===== config.mk =====
export PLATFORM = sky130hd
export DESIGN_NAME = calc1_port_driver
export DESIGN_NICKNAME = d
export VERILOG_FILES = /design/src/rtl/calc1_port_driver.sv
export SDC_FILE = /design/constraint.sdc
export NUM_CORES = 1
export LEC_CHECK = 0
export ABC_AREA = 1
export ABC_CLOCK_PERIOD_IN_PS = 1600
export BUFFER_PORTS_ARGS = -buffer_cell sky130_fd_sc_hd__buf_2
export CAP_MARGIN = 30
export CORE_MARGIN = 3
export CORE_UTILIZATION = 45
export CTS_CLUSTER_DIAMETER = 50
export DETAILED_ROUTE_END_ITERATION = 7
export GPL_ROUTABILITY_DRIVEN = 0
export PLACE_DENSITY = 0.74
export REMOVE_ABC_BUFFERS = 1
export SYNTH_ARGS = -nofsm -noshare
export SYNTH_HDL_FRONTEND = slang
export SYNTH_SLANG_ARGS = --single-unit

===== constraint.sdc =====
create_clock -name c_clk -period 1.6 [get_ports c_clk]
set_clock_uncertainty 0.1 [all_clocks]
set_input_delay 0.24 -clock c_clk [delete_from_list [all_inputs] [get_ports c_clk]]
set_output_delay 0.24 -clock c_clk [all_outputs]
set_load 0.005 [all_outputs]

===== src/rtl/calc1_port_driver.sv =====
// Drives a single calc1 request port with one operation in flight at a time:
// command/operand1, then operand2, then waits for a response or times out.
module calc1_port_driver #(
   parameter int unsigned TIMEOUT_CYCLES = 64
) (
   input  logic        c_clk,
   input  logic        reset,
   input  logic        op_valid,
   output logic        op_ready,
   input  logic [0:3]  op_cmd,
   input  logic [0:31] op_data1,
   input  logic [0:31] op_data2,
   output logic        res_valid,
   input  logic        res_ready,
   output logic [0:1]  res_resp,
   output logic [0:31] res_data,
   output logic        res_timeout,
   output logic [0:3]  req_cmd_out,
   output logic [0:31] req_data_out,
   input  logic [0:1]  out_resp,
   input  logic [0:31] out_data,
   output logic        busy,
   output logic        stray_resp
);

   typedef enum logic [2:0] {
      S_IDLE,
      S_CMD,
      S_DATA,
      S_WAIT,
      S_RESP
   } state_t;

   localparam logic [7:0] CNT_LAST = 8'(TIMEOUT_CYCLES - 1);

   state_t      state_q, state_d;
   logic [0:3]  req_cmd_q, req_cmd_d;
   logic [0:31] req_data_q, req_data_d;
   logic [0:31] data2_q, data2_d;
   logic [7:0]  cnt_q, cnt_d;
   logic [0:1]  res_resp_q, res_resp_d;
   logic [0:31] res_data_q, res_data_d;
   logic        res_timeout_q, res_timeout_d;
   logic        res_valid_q, res_valid_d;
   logic        op_ready_q, op_ready_d;
   logic        busy_q, busy_d;
   logic        stray_q, stray_d;

   always_comb begin
      state_d       = state_q;
      req_cmd_d     = 4'd0;
      req_data_d    = 32'd0;
      data2_d       = data2_q;
      cnt_d         = cnt_q;
      res_resp_d    = res_resp_q;
      res_data_d    = res_data_q;
      res_timeout_d = res_timeout_q;

      case (state_q)
         S_IDLE: begin
            if (op_valid && op_ready_q) begin
               if (op_cmd == 4'd0) begin
                  // Null command: answer locally without touching calc1.
                  state_d       = S_RESP;
                  res_resp_d    = 2'd0;
                  res_data_d    = 32'd0;
                  res_timeout_d = 1'b0;
               end else begin
                  state_d    = S_CMD;
                  req_cmd_d  = op_cmd;
                  req_data_d = op_data1;
                  data2_d    = op_data2;
               end
            end
         end
         S_CMD: begin
            state_d    = S_DATA;
            req_data_d = data2_q;
         end
         S_DATA: begin
            state_d = S_WAIT;
            cnt_d   = 8'd0;
         end
         S_WAIT: begin
            // A response on the expiry cycle still counts as a real response.
            if (out_resp != 2'd0) begin
               state_d       = S_RESP;
               res_resp_d    = out_resp;
               res_data_d    = out_data;
               res_timeout_d = 1'b0;
            end else if (cnt_q == CNT_LAST) begin
               state_d       = S_RESP;
               res_resp_d    = 2'd0;
               res_data_d    = 32'd0;
               res_timeout_d = 1'b1;
            end else begin
               cnt_d = cnt_q + 8'd1;
            end
         end
         S_RESP: begin
            if (res_ready) begin
               state_d = S_IDLE;
            end
         end
         default: begin
            state_d = S_IDLE;
         end
      endcase

      // Status outputs are registered copies derived from the next state.
      op_ready_d  = (state_d == S_IDLE);
      res_valid_d = (state_d == S_RESP);
      busy_d      = (state_d != S_IDLE);
      stray_d     = stray_q | ((state_q != S_WAIT) && (out_resp != 2'd0));
   end

   always_ff @(posedge c_clk or negedge reset) begin
      if (!reset) begin
         state_q       <= S_IDLE;
         req_cmd_q     <= 4'd0;
         req_data_q    <= 32'd0;
         data2_q       <= 32'd0;
         cnt_q         <= 8'd0;
         res_resp_q    <= 2'd0;
         res_data_q    <= 32'd0;
         res_timeout_q <= 1'b0;
         res_valid_q   <= 1'b0;
         op_ready_q    <= 1'b0;
         busy_q        <= 1'b0;
         stray_q       <= 1'b0;
      end else begin
         state_q       <= state_d;
         req_cmd_q     <= req_cmd_d;
         req_data_q    <= req_data_d;
         data2_q       <= data2_d;
         cnt_q         <= cnt_d;
         res_resp_q    <= res_resp_d;
         res_data_q    <= res_data_d;
         res_timeout_q <= res_timeout_d;
         res_valid_q   <= res_valid_d;
         op_ready_q    <= op_ready_d;
         busy_q        <= busy_d;
         stray_q       <= stray_d;
      end
   end

   assign op_ready     = op_ready_q;
   assign res_valid    = res_valid_q;
   assign res_resp     = res_resp_q;
   assign res_data     = res_data_q;
   assign res_timeout  = res_timeout_q;
   assign req_cmd_out  = req_cmd_q;
   assign req_data_out = req_data_q;
   assign busy         = busy_q;
   assign stray_resp   = stray_q;

endmodule


==> results of run 1 <==
[cells in the mapped netlist (all sizes together)]
| library cell | number |
|---|---|
| buf | 21 |
| nand2 | 114 |
| nor2 | 57 |
| dfrtp | 118 |
| xor2 | 2 |
| nor3 | 1 |
| o21bai | 1 |
| inv | 52 |
| ha | 1 |
| or2 | 1 |
| a21oi | 32 |
| nand3b | 1 |
| clkbuf | 10 |
| o21ai | 36 |
| nand3 | 42 |
| nand4 | 40 |
[power by group through the flow]
stage	clock network [uW]	logic (uW)	registers (uW)
3_3_place_gp	0	3580	4700
4_1_cts	3780	3910	4700
6_report	3740	4450	4780
3_5_place_dp	0	3700	4730
2_1_floorplan	0	1760	4790
5_1_grt	3920	4890	4880
[kinds of logic (layout without fill, tap and decap cells)]
group           Yosys count  count (layout)  share of synthesized area
buf+inv                  83             404                     0.0802
compound gates           69              69                     0.0855
xor+xnor                  2               2                    0.00354
fa+ha+maj                 1               1                    0.00253
flops                   118             118                      0.597
simple gates            256             257                      0.231
[metrics by stage]
| stage | TNS [ps] | utilization | instances | hold WS, ps |
|---|---|---|---|---|
| finish | 0 | 0.767 | 987 | 26.8 |
| global route | -745 | 0.767 | 987 | 39.7 |
| CTS | 0 | 0.733 | 972 | 13.4 |
| detailed placement | 0 | 0.579 | 836 | -46.6 |
| global placement | 0 | 0.579 | 836 | -47.5 |
| floorplan | -60000 | - | 498 | -156 |
[sequential cells by signal, indices dropped and copies added, names as in the netlist, 2 cells and up]
| register | cells |
|---|---|
| req_data_out | 32 |
| cnt_q | 8 |
| req_cmd_out | 4 |
| res_resp | 2 |
| res_data | 32 |
| data2_q | 32 |
| state_q | 3 |
[worst max-delay path, cell delays in order (launching register included)]
cell and delay, ps:
dfrtp_1 410, nor2_2 150, nand2_2 80, nor2_4 130, buf_6 130, nand2_8 90, clkbuf_16 190, nor2_1 130
a21oi_1 60
[worst max-delay path by stage]
stage                     cells after the start     endpoint  slack, ps
after floorplan                               6         busy      -1190
after global placement                        9     cnt_q[5]         70
after detailed placement                      9     cnt_q[5]         50
after CTS                                     7  data2_q[21]         40
after global routing                          8   data2_q[2]        -90
final                                         8   data2_q[2]         20
[layout make-up]
| cell class | instances | share of cell area |
|---|---|---|
| clock buffer | 20 | 0.0528 |
| clock inverter | 12 | 0.0191 |
| multi-input combinational | 329 | 0.213 |
| timing repair buffer | 320 | 0.304 |
| tap | 136 | 0.0211 |
| sequential | 118 | 0.366 |
| inverter | 52 | 0.0242 |
[per-layer routing]
| metal | global-route usage | up-vias | share of wire |
|---|---|---|---|
| li1 | - | 2346 | - |
| met4 | 0.120 | 0 | 0.033 |
| met3 | 0.0688 | 54 | 0.087 |
| met5 | 0 | - | 0 |
| met1 | 0.302 | 2483 | 0.38 |
| met2 | 0.409 | 331 | 0.50 |
[repair_timing]
item,in CTS,in global routing
hold endpoints to repair,220,0
buffers inserted,0,6
hold buffers,104,0
resized for setup,0,42
setup endpoints to repair,0,49
==> impl_metrics.toml, run 1 <==
[floorplan]
rows = 37
ios = 181
die-height_um = 111
die_area_um2 = 12300
core-area_um2 = 10500
die_w_um = 111
start_util = 0.471

[synth]
ys_top_cells_by_area = "dfrtp_1 60%, nand2_1 8.5%, nand4_1 5.1%"
ys_seq_area_frac = 0.597
synth_cells = 529
synth_top_area_frac = 0.597
synth_cell_types = 24
synth_area_per_cell_um2 = 9.35
synth_warnings = 0
yosys.area.top_type = "dfrtp_1"
synth-seq-cells = 118
synth_area_um2 = 4950

[timing]
timing.final.ws_setup_ps = 17.9
timing_hold_violations_final = 0
period_needed_ps = 1580
worst_pin_slew_ps = 383
finalCritPeriodShare = 0.989
relSlewSlack = 0.745
rsz0062_at_grt = "true"
fmax_mhz = 632
finalSetupViolations = 0
drv_slew = 0

[hold_path]
min_to = "res_valid"
hold_class = "primary input to flip-flop"
min_from = "res_ready"
min_path_cells = 3

[pwr]
seqPwrFrac = 0.368
clkPwrFrac = 0.288
p_total_uw = 13000
netSwitchingFraction = 0.338
p_leak_uw = 0.00427
powerDensity_nw_per_um2 = 1610
internal_power_uw = 8580
combPwrFrac = 0.343
ir_drop_uv = 914
p_switching_uw = 4390

[grt]
grt_pass1_wl_mm = 24.9
antenna_found_initial = 0
grt_use_total = 0.249
grt_max_degree = 70
grt-ovfl-total = 0
grt_pass1_vias = 5255

[cells_and_area]
final_common_cell = "buf_2"
seq_area_um2 = 2950
n_antenna_cell = 0
mostFrequentLayoutCells = "179 x buf_2, 118 x dfrtp_1, 108 x nand2_1"
final_nets = 945
multiInputGateArea_um2 = 1710
fill_cells = 635
fin_area_um2 = 8060
drive_gt1_frac = 0.355
area_delta_synth_final_pct = 63.0

[cts]
clockRootBuffer = "clkbuf_8"
cts_buffers = 17
clock_path_buffers = 2
cts_tree = "built"
insertion_delay_ps = 510
htreeDepth = 4
path_clk_slew_ps = 60
clock_sinks = 118

[flow_run]
drv_cap = 0

[worst_setup_path]
crit_type = "flip-flop to flip-flop"
rrSetupSlack_ps = 20
end_kind = "flip-flop"
worstSetupStartpoint = "state_q[1]"
arrival_ps = 1880
reg2reg_to = "data2_q[2]"
cp.required_ps = 1900
regToRegStartpoint = "state_q[1]"
critPathMaxFanout = 8
r2r_cells = 8
cp-start-kind = "flip-flop"

[placed_design]
dp_hpwl_mm = 8.55
place_area_um2 = 6080
io_buffer_count = 180
place_ws_ps = 54.5

[drt]
wl_per_cell_um = 17.0
dr_total_vias = 5214
antenna_left = 0
vias_per_cell = 5.28
wirelength_mm = 16.8
drc = 0
first_pass_iters = 6
drtIter0Drc = 524

[run_status]
status = "completed"
Note: power is estimated with default switching activity, not from simulation.
==> run 2: changes to the inputs <==
--- a/config.mk
+++ b/config.mk
@@ -9,10 +9,10 @@
 export ABC_CLOCK_PERIOD_IN_PS = 1600
-export BUFFER_PORTS_ARGS = -buffer_cell sky130_fd_sc_hd__buf_2
 export CAP_MARGIN = 30
 export CORE_MARGIN = 3
-export CORE_UTILIZATION = 45
+export CORE_UTILIZATION = 47
 export CTS_CLUSTER_DIAMETER = 50
 export DETAILED_ROUTE_END_ITERATION = 7
+export DONT_BUFFER_PORTS = 1
 export GPL_ROUTABILITY_DRIVEN = 0
-export PLACE_DENSITY = 0.74
+export PLACE_DENSITY = 0.61
 export REMOVE_ABC_BUFFERS = 1
--- a/constraint.sdc
+++ b/constraint.sdc
@@ -4,2 +4,2 @@
 set_output_delay 0.24 -clock c_clk [all_outputs]
-set_load 0.005 [all_outputs]
+set_load 0.02 [all_outputs]
==> run 2 against run 1 <==
The run now ends with negative hold slack left. Die area shrank 4.0%. Worst setup slack gained 14 ps. Global-route usage shrank 1.9 points. Worst hold slack lost 700 ps. Power grew 3.5%. Flip-flop and latch count is the same. Sequential power grew 25%. Largest cell class unchanged. Largest power group unchanged. Highest routed layer unchanged.
==> impl_metrics.toml, run 2 (synthesis gave the netlist of run 1 again) <==
[timing]
hold_ws_ps = -672
relSlewSlack = 0.744
drv_slew = 0
finalSetupViolations = 0
period_needed_ps = 1570
worst_pin_slew_ps = 384
rsz0062_at_grt = "true"
timing_hold_violations_final = 118
fmax_mhz = 638
finalCritPeriodShare = 0.980

[pwr]
ir_drop_uv = 1120
powerDensity_nw_per_um2 = 1870
p_total_uw = 13400
p_leak_uw = 0.00348

[grt]
grt-ovfl-total = 0
grt_pass1_vias = 4203
grt_max_degree = 119
grt_pass1_wl_mm = 21.0
grt_use_total = 0.230
antenna_found_initial = 0

[hold_path]
hold_class = "primary input to async pin"

[drt]
drtIter0Drc = 330
antenna_left = 0
wirelength_mm = 14.6
first_pass_iters = 5
drc = 0
vias_per_cell = 5.34
wl_per_cell_um = 18.1
dr_total_vias = 4292

[cts]
cts_hold_buffers = 103
clockRootBuffer = "clkbuf_8"
cts_tree = "built"
clock_path_buffers = 2
insertion_delay_ps = 510
clock_sinks = 118
cts_buffers = 17
path_clk_slew_ps = 60
htreeDepth = 4

[cells_and_area]
fill_cells = 694
n_antenna_cell = 0
final_common_cell = "dfrtp_1"
area_delta_synth_final_pct = 45.3
drive_gt1_frac = 0.197
mostFrequentLayoutCells = "118 x dfrtp_1, 108 x nand2_1, 103 x dlygate4sd3_1"
final_nets = 764

[flow_run]
drv_cap = 0

[floorplan]
die_area_um2 = 11800
rows = 36
ios = 181
start_util = 0.495
die-height_um = 109
core-area_um2 = 10000
die_w_um = 109

[placed_design]
dp_hpwl_mm = 7.80
io_buffer_count = 0

[worst_setup_path]
critPathMaxFanout = 8
end_kind = "flip-flop"
crit_type = "flip-flop to flip-flop"
cp-start-kind = "flip-flop"
cp.required_ps = 1900
arrival_ps = 1870

[run_status]
status = "complete, but fails checks"
violations = "negative hold slack"
run 2: cell types whose count changed in the layout (fill, tap and decap cells not counted), sizes merged:
cell and change:
buf -177, bufinv +2, clkbuf -3, clkinv -2, clkinvlp -2, dlygate4sd3 -1, inv +3, nand2 -1
run 2: area by class of cell:
type / count / area (um2) / area share
Timing Repair Buffer: 140 / 1460 / 0.203
Clock buffer: 19 / 432 / 0.0601
Multi-Input combinational cell: 328 / 1760 / 0.245
Sequential cell: 118 / 2950 / 0.411
Inverter: 52 / 195 / 0.0272
Clock inverter: 13 / 219 / 0.0305
Tap cell: 133 / 166 / 0.0232
run 2: report_power, final:
group          internal [uW]  leakage [uW]  total (uW)  switching, uW
logic                   1410       0.00171        3290           1880
clock network           2760      0.000314        4160           1410
registers               4230       0.00146        5970           1740
run 2: critical path, stage by stage (launching register included):
cell and delay, ps:
dfrtp_1 420, nor2_2 150, nand2_2 80, nor2_4 120, buf_12 140, nand2_8 90
clkbuf_16 200, nor2_1 120, a21oi_2 40
run 2: per-stage QoR:
stage	area [um2]	TNS, ps	setup WS (ps)	cells	utilization
finish	7180	0	32.0	803	0.718
global route	7180	-1540	-62.1	803	0.718
CTS	6790	0	13.2	788	0.679
detailed placement	5100	0	5.90	653	0.510
global placement	5100	0	52.9	653	0.510
floorplan	4740	-60000	-1190	498	-
run 2: worst paths after layout:
check                           slack (ps)               end         from  depth (start not counted)
worst max register to register          30       data2_q[27]   state_q[0]                          8
min in group c_clk                     290  req_data_out[10]     op_valid                          6
max in group asynchronous             1910   req_data_out[5]        reset                          0
worst min register to register         410       data2_q[17]  data2_q[17]                          2
worst max-delay path                    30       data2_q[27]   state_q[0]                          8
worst min-delay path                  -670          cnt_q[5]        reset                          0
run 2: timing repair:
action,CTS,global route
pin swaps,0,7
hold endpoints to repair,225,118
buffers inserted,0,8
gates cloned,0,7
gates resized for setup,1,61
endpoints found under the setup margin,1,87
run 2: routing by layer:
| metal | global-route usage | share of wire | wire length (um) |
|---|---|---|---|
| met4 | 0.0604 | 0.018 | 262 |
| met1 | 0.260 | 0.37 | 5450 |
| met3 | 0.101 | 0.097 | 1420 |
| met5 | 0 | 0 | 0 |
| met2 | 0.396 | 0.51 | 7420 |
